**config.mk**
```make
export PLATFORM = sky130hd
export DESIGN_NAME = mem_access_arbiter
export DESIGN_NICKNAME = d
export VERILOG_FILES = /design/src/rtl/mem_access_arbiter_pkg.sv /design/src/rtl/mem_access_arbiter_rr_arbiter_2.sv /design/src/rtl/mem_access_arbiter.sv
export SDC_FILE = /design/constraint.sdc
export NUM_CORES = 1
export LEC_CHECK = 0
export ABC_AREA = 1
export ABC_CLOCK_PERIOD_IN_PS = 7500
export CORE_ASPECT_RATIO = 1.1
export CORE_MARGIN = 2
export CORE_UTILIZATION = 40
export DETAILED_ROUTE_END_ITERATION = 7
export MAX_ROUTING_LAYER = met4
export PLACE_DENSITY = 0.94
export SLEW_MARGIN = 20
export SYNTH_ARGS = -nofsm -noshare
export SYNTH_HDL_FRONTEND = slang
export SYNTH_SLANG_ARGS = --single-unit
```
**constraint.sdc**
```tcl
create_clock -name MEM_ACCESS_ARBITER_CLOCK_50 -period 7.5 [get_ports MEM_ACCESS_ARBITER_CLOCK_50]
set_clock_uncertainty 0.05 [all_clocks]
set_input_delay 1.125 -clock MEM_ACCESS_ARBITER_CLOCK_50 [delete_from_list [all_inputs] [get_ports MEM_ACCESS_ARBITER_CLOCK_50]]
set_output_delay 1.125 -clock MEM_ACCESS_ARBITER_CLOCK_50 [all_outputs]
set_load 0.1 [all_outputs]
```
**src/rtl/mem_access_arbiter_pkg.sv**
```systemverilog
// Shared definitions for the main-memory access arbiter: FSM encoding,
// requester indices and the default ACK timeout.
package mem_access_arbiter_pkg;

    typedef enum logic [1:0] {
        IDLE   = 2'd0,
        ACCESS = 2'd1,
        DONE   = 2'd2,
        ERR    = 2'd3
    } arbState_t;

    localparam logic REQ_FETCH = 1'b0;
    localparam logic REQ_DATA  = 1'b1;

    localparam int DEFAULT_TIMEOUT_CYCLES = 16;

    function automatic logic [1:0] oneHot(input logic idx);
        return idx ? 2'b10 : 2'b01;
    endfunction

endpackage

```
**src/rtl/mem_access_arbiter_rr_arbiter_2.sv**
```systemverilog
// Two-way round-robin arbiter: combinational winner selection plus the
// last-owner pointer, which is updated only when ptrEn is asserted.
module rr_arbiter_2
    import mem_access_arbiter_pkg::*;
(
    input  logic       clk,
    input  logic       rst,
    input  logic [1:0] req,
    input  logic       ptrEn,
    input  logic       ptrOwner,
    output logic       winner,
    output logic       anyReq
);

    logic lastOwner;

    // Starting with the data path as "last owner" makes fetch win the first tie.
    always_ff @(posedge clk or posedge rst) begin
        if (rst) begin
            lastOwner <= REQ_DATA;
        end else if (ptrEn) begin
            lastOwner <= ptrOwner;
        end
    end

    always_comb begin
        anyReq = |req;
        winner = REQ_FETCH;
        case (req)
            2'b01:   winner = REQ_FETCH;
            2'b10:   winner = REQ_DATA;
            2'b11:   winner = ~lastOwner;
            default: winner = REQ_FETCH;
        endcase
    end

endmodule

```
**src/rtl/mem_access_arbiter.sv**
```systemverilog
// Shares MAIN_MEMORY between instruction fetch and load/store: round-robin
// grant, registered memory strobes, ACK timeout and latched read data.
module mem_access_arbiter
    import mem_access_arbiter_pkg::*;
#(
    parameter int DATAWIDTH_BUS  = 32,
    parameter int TIMEOUT_CYCLES = DEFAULT_TIMEOUT_CYCLES,
    parameter int TIMEOUT_WIDTH  = 5
) (
    input  logic                     MEM_ACCESS_ARBITER_CLOCK_50,
    input  logic                     MEM_ACCESS_ARBITER_RESET_InHigh,
    input  logic [1:0]               req_InBUS,
    input  logic [1:0]               we_InBUS,
    input  logic [DATAWIDTH_BUS-1:0] addr0_InBUS,
    input  logic [DATAWIDTH_BUS-1:0] addr1_InBUS,
    input  logic [DATAWIDTH_BUS-1:0] wdata0_InBUS,
    input  logic [DATAWIDTH_BUS-1:0] wdata1_InBUS,
    output logic [1:0]               grant_OutBUS,
    output logic [1:0]               done_OutBUS,
    output logic [1:0]               err_OutBUS,
    output logic [DATAWIDTH_BUS-1:0] rdata_OutBUS,
    output logic                     busc_sel_Out,
    output logic                     MEM_RD_Out,
    output logic                     MEM_WR_Out,
    output logic [DATAWIDTH_BUS-1:0] MEM_ADDR_OutBUS,
    output logic [DATAWIDTH_BUS-1:0] MEM_WDATA_OutBUS,
    input  logic [DATAWIDTH_BUS-1:0] MEM_RDATA_InBUS,
    input  logic                     MEM_ACK_In
);

    localparam logic [TIMEOUT_WIDTH-1:0] LAST_COUNT = TIMEOUT_WIDTH'(TIMEOUT_CYCLES - 1);

    logic clk;
    logic rst;
    assign clk = MEM_ACCESS_ARBITER_CLOCK_50;
    assign rst = MEM_ACCESS_ARBITER_RESET_InHigh;

    arbState_t state;
    arbState_t stateNext;

    logic [TIMEOUT_WIDTH-1:0] count;
    logic                     owner;
    logic                     winner;
    logic                     anyReq;
    logic                     timeoutHit;
    logic                     ptrEn;

    logic [1:0]               grantQ;
    logic [1:0]               doneQ;
    logic [1:0]               errQ;
    logic [DATAWIDTH_BUS-1:0] rdataQ;
    logic                     buscSelQ;
    logic                     memRdQ;
    logic                     memWrQ;
    logic [DATAWIDTH_BUS-1:0] memAddrQ;
    logic [DATAWIDTH_BUS-1:0] memWdataQ;

    assign timeoutHit = (count == LAST_COUNT);
    assign ptrEn      = (state == DONE) || (state == ERR);

    rr_arbiter_2 uArb (
        .clk      (clk),
        .rst      (rst),
        .req      (req_InBUS),
        .ptrEn    (ptrEn),
        .ptrOwner (owner),
        .winner   (winner),
        .anyReq   (anyReq)
    );

    always_ff @(posedge clk or posedge rst) begin
        if (rst) begin
            state <= IDLE;
        end else begin
            state <= stateNext;
        end
    end

    // An ACK arriving on the final timeout cycle takes priority over the abort.
    always_comb begin
        stateNext = state;
        case (state)
            IDLE:    if (anyReq) stateNext = ACCESS;
            ACCESS: begin
                if (MEM_ACK_In) begin
                    stateNext = DONE;
                end else if (timeoutHit) begin
                    stateNext = ERR;
                end
            end
            DONE:    stateNext = IDLE;
            ERR:     stateNext = IDLE;
            default: stateNext = IDLE;
        endcase
    end

    always_ff @(posedge clk or posedge rst) begin
        if (rst) begin
            count     <= '0;
            owner     <= REQ_FETCH;
            grantQ    <= '0;
            doneQ     <= '0;
            errQ      <= '0;
            rdataQ    <= '0;
            buscSelQ  <= 1'b0;
            memRdQ    <= 1'b0;
            memWrQ    <= 1'b0;
            memAddrQ  <= '0;
            memWdataQ <= '0;
        end else begin
            case (state)
                IDLE: begin
                    if (anyReq) begin
                        owner     <= winner;
                        grantQ    <= oneHot(winner);
                        memAddrQ  <= winner ? addr1_InBUS : addr0_InBUS;
                        memWdataQ <= winner ? wdata1_InBUS : wdata0_InBUS;
                        memRdQ    <= ~we_InBUS[winner];
                        memWrQ    <= we_InBUS[winner];
                        count     <= '0;
                    end
                end
                ACCESS: begin
                    if (MEM_ACK_In) begin
                        memRdQ <= 1'b0;
                        memWrQ <= 1'b0;
                        doneQ  <= oneHot(owner);
                        if (memRdQ) begin
                            rdataQ   <= MEM_RDATA_InBUS;
                            buscSelQ <= 1'b1;
                        end
                    end else if (timeoutHit) begin
                        memRdQ <= 1'b0;
                        memWrQ <= 1'b0;
                        errQ   <= oneHot(owner);
                    end else begin
                        count <= count + 1'b1;
                    end
                end
                DONE, ERR: begin
                    doneQ    <= '0;
                    errQ     <= '0;
                    buscSelQ <= 1'b0;
                    grantQ   <= '0;
                end
                default: begin
                    grantQ <= '0;
                end
            endcase
        end
    end

    assign grant_OutBUS     = grantQ;
    assign done_OutBUS      = doneQ;
    assign err_OutBUS       = errQ;
    assign rdata_OutBUS     = rdataQ;
    assign busc_sel_Out     = buscSelQ;
    assign MEM_RD_Out       = memRdQ;
    assign MEM_WR_Out       = memWrQ;
    assign MEM_ADDR_OutBUS  = memAddrQ;
    assign MEM_WDATA_OutBUS = memWdataQ;

endmodule

```
==> impl_metrics.yaml <==
status:
  status: "finished, final reports clean"
sta:
  worst_pin_slew_ns: 1.08
  maxSlewViolCount: 0
  setup_viol: 0
  tns_ns: 0
  finalHoldViolCount: 0
  slew_headroom_pct: 27.6
  post-route-period-util_pct: 42.1
  fmax_mhz: 317
  fin_crit_ns: 3.16
  rsz0062_at_grt: "no"
cells_and_area:
  syn2layout_area_growth_pct: 68.0
  final_util_pct: 68.6
  fin_nets: 1010
  final_common_cell: "clkdlybuf4s50_1"
  fillers: 891
  regArea_mm2: 0.00285
  final_cell_count_no_fill: 1006
  layout_common_cells: "271 x clkdlybuf4s50_1, 252 x nand2_1, 113 x dfrtp_1"
  drive_above_1_share_pct: 5.16
  num_antenna_cells: 0
  multiInputGateArea_mm2: 0.00169
setup_path:
  max_stage_delay_ns: 1.18
  r2r_start: "state[1]"
  endpoint_kind: "primary output"
  crit_type: "flip-flop to primary output"
  reg2reg_to: "MEM_WDATA_OutBUS[6]"
  cp.required_ns: 6.32
  critPathTopFamily: "buffers and inverters"
  cp_num_buf_inv: 1
  cp_max_fo: 3
  crit_chain: "clkdlybuf4s50_1"
  worstRegToRegCells: 6
  critPathLaunchType: "flip-flop"
  arrival_ns: 1.98
  cp_slowest_cell: "clkdlybuf4s50_1"
  reg2reg_slack_ns: 5.37
route:
  avgViaCountPerCell: 4.88
  top_layer_used: "met4"
  met3_length_um: 1220
  wl_met1_um: 5750
  remaining_drc_errors: 0
  wire_per_inst_um: 14.9
  drt-total-wl_um: 15000
  routed-wl-met2_um: 7510
  vias: 4906
  first_pass_iters: 4
  drtAntennaViolNets: 0
  initialDrtViolationCount: 342
yosys:
  netlist_area_mm2: 0.00491
  netlist_instances: 575
  synth.distinct_cells: 24
  synth_nets: 744
  avgSynthCellArea_um2: 8.55
  yosysWarningCount: 0
  ys_seq_area_share_pct: 58.1
  ys_ff_latch: 114
clock_network:
  numClockSinks: 114
  htree_num_levels: 4
  ctsHoldBuffers: 0
  post_cts_buffers: 0
  cts_buffers: 17
  cts_tree: "built"
  clkLatencyLatePin_ns: 0.40
  cts_resized: 0
  cts_max_path_buffers: 2
  cts_root_buf: "clkbuf_16"
  clkSlewWorstSetupHoldPaths_ns: 0.05
run:
  cap_violations: 0
floorplan:
  fp.dieH_um: 120
  die_w_um: 110
  io_pins: 272
  dieArea_mm2: 0.0132
  coreArea_mm2: 0.0120
  rows: 42
  start_util_pct: 40.8
placed_design:
  dpl.hpwl_um: 10800
  gp_congestion: 0.857
  portBuffers: 271
  dp_cells: 976
grt:
  gr-total-overflow: 0
  track_usage_pct: 23.8
  grt_pass1_wl_um: 23500
  grt_pass1_vias: 4889
  grt_antenna_before_repair: 0
  grt_max_degree: 69
worst_hold_path:
  min_to: "rdata_OutBUS[18]"
  holdPathStages: 2
  hp-class: "flip-flop to flip-flop"
  min_from: "rdata_OutBUS[18]"
## registers in the layout (all words and copies together), names as in the netlist
name,flops
MEM_ADDR_OutBUS,32
MEM_RD_Out,1
MEM_WDATA_OutBUS,32
MEM_WR_Out,1
busc_sel_Out,1
count,5
done_OutBUS,2
err_OutBUS,2
grant_OutBUS,2
owner,1
rdata_OutBUS,32
state,2
uArb.lastOwner,1
## cell type report
cell class	instances	area share, %
well taps	154	2.33
clock buffers	20	5.65
flip-flops and latches	114	34.6
multi-input cells	386	20.4
repair buffers	275	33.2
clock inverters	10	1.62
inverters	47	2.17
## logic make-up after synthesis
logic type               after synthesis  synth area share, %
buffers and inverters                 75                 7.97
adder cells (fa/ha/maj)                2                0.509
AO/OA/AOI/OAI                         49                 5.35
AND/OR/NAND/NOR                      335                 28.1
flip-flops                           114                 58.1
## worst max-delay path by stage
stage,from,to,slack (ns),cells after the start
after floorplan,MEM_ACCESS_ARBITER_RESET_InHigh,MEM_ADDR_OutBUS[0],3.31,1
after global placement,req_InBUS[0],MEM_ADDR_OutBUS[29],4.30,7
after detailed placement,req_InBUS[1],MEM_WDATA_OutBUS[6],4.23,6
after global routing,MEM_RD_Out,MEM_RD_Out,4.28,1
after CTS,MEM_RD_Out,MEM_RD_Out,4.35,1
final,MEM_RD_Out,MEM_RD_Out,4.34,1
## Yosys cell counts
cell,count,area (um^2)
o21a_1,1,7.51
dfrtp_1,113,2830
o21ai_1,32,160
nor2_1,3,11.3
a31oi_1,1,6.26
inv_1,46,173
clkbuf_1,9,33.8
a21oi_1,3,15.0
or2_2,1,6.26
ha_1,2,25.0
nor2_4,2,22.5
inv_2,1,3.75
nor2_2,2,12.5
nand4_1,1,6.26
dfstp_2,1,26.3
nand3_1,73,365
buf_4,7,52.6
nand3_2,1,10.0
buf_6,11,124
o21ai_4,1,16.3
nand2_1,252,946
o21ai_0,9,45.0
o22ai_1,2,12.5
buf_2,1,5.00
## metal layers
layer  up-vias  GRT usage [%]
li1       2339              -
met1      2283           27.0
met2       244           39.8
met3        40           5.98
met4         0           10.2
met5         -              -
## per-stage QoR
step / hold WS, ns / setup slack, ns / cell area, um^2
after floorplan: 0.403 / 3.31 / 4910
after global placement: 0.417 / 4.30 / 7650
after detailed placement: 0.425 / 4.23 / 7650
after CTS: 0.442 / 4.35 / 8250
after global routing: 0.466 / 4.28 / 8250
final: 0.437 / 4.34 / 8250
Power is left out: the tool's default activity adds up to more than one toggle a clock period on the data nets, which glitch-free logic cannot reach.
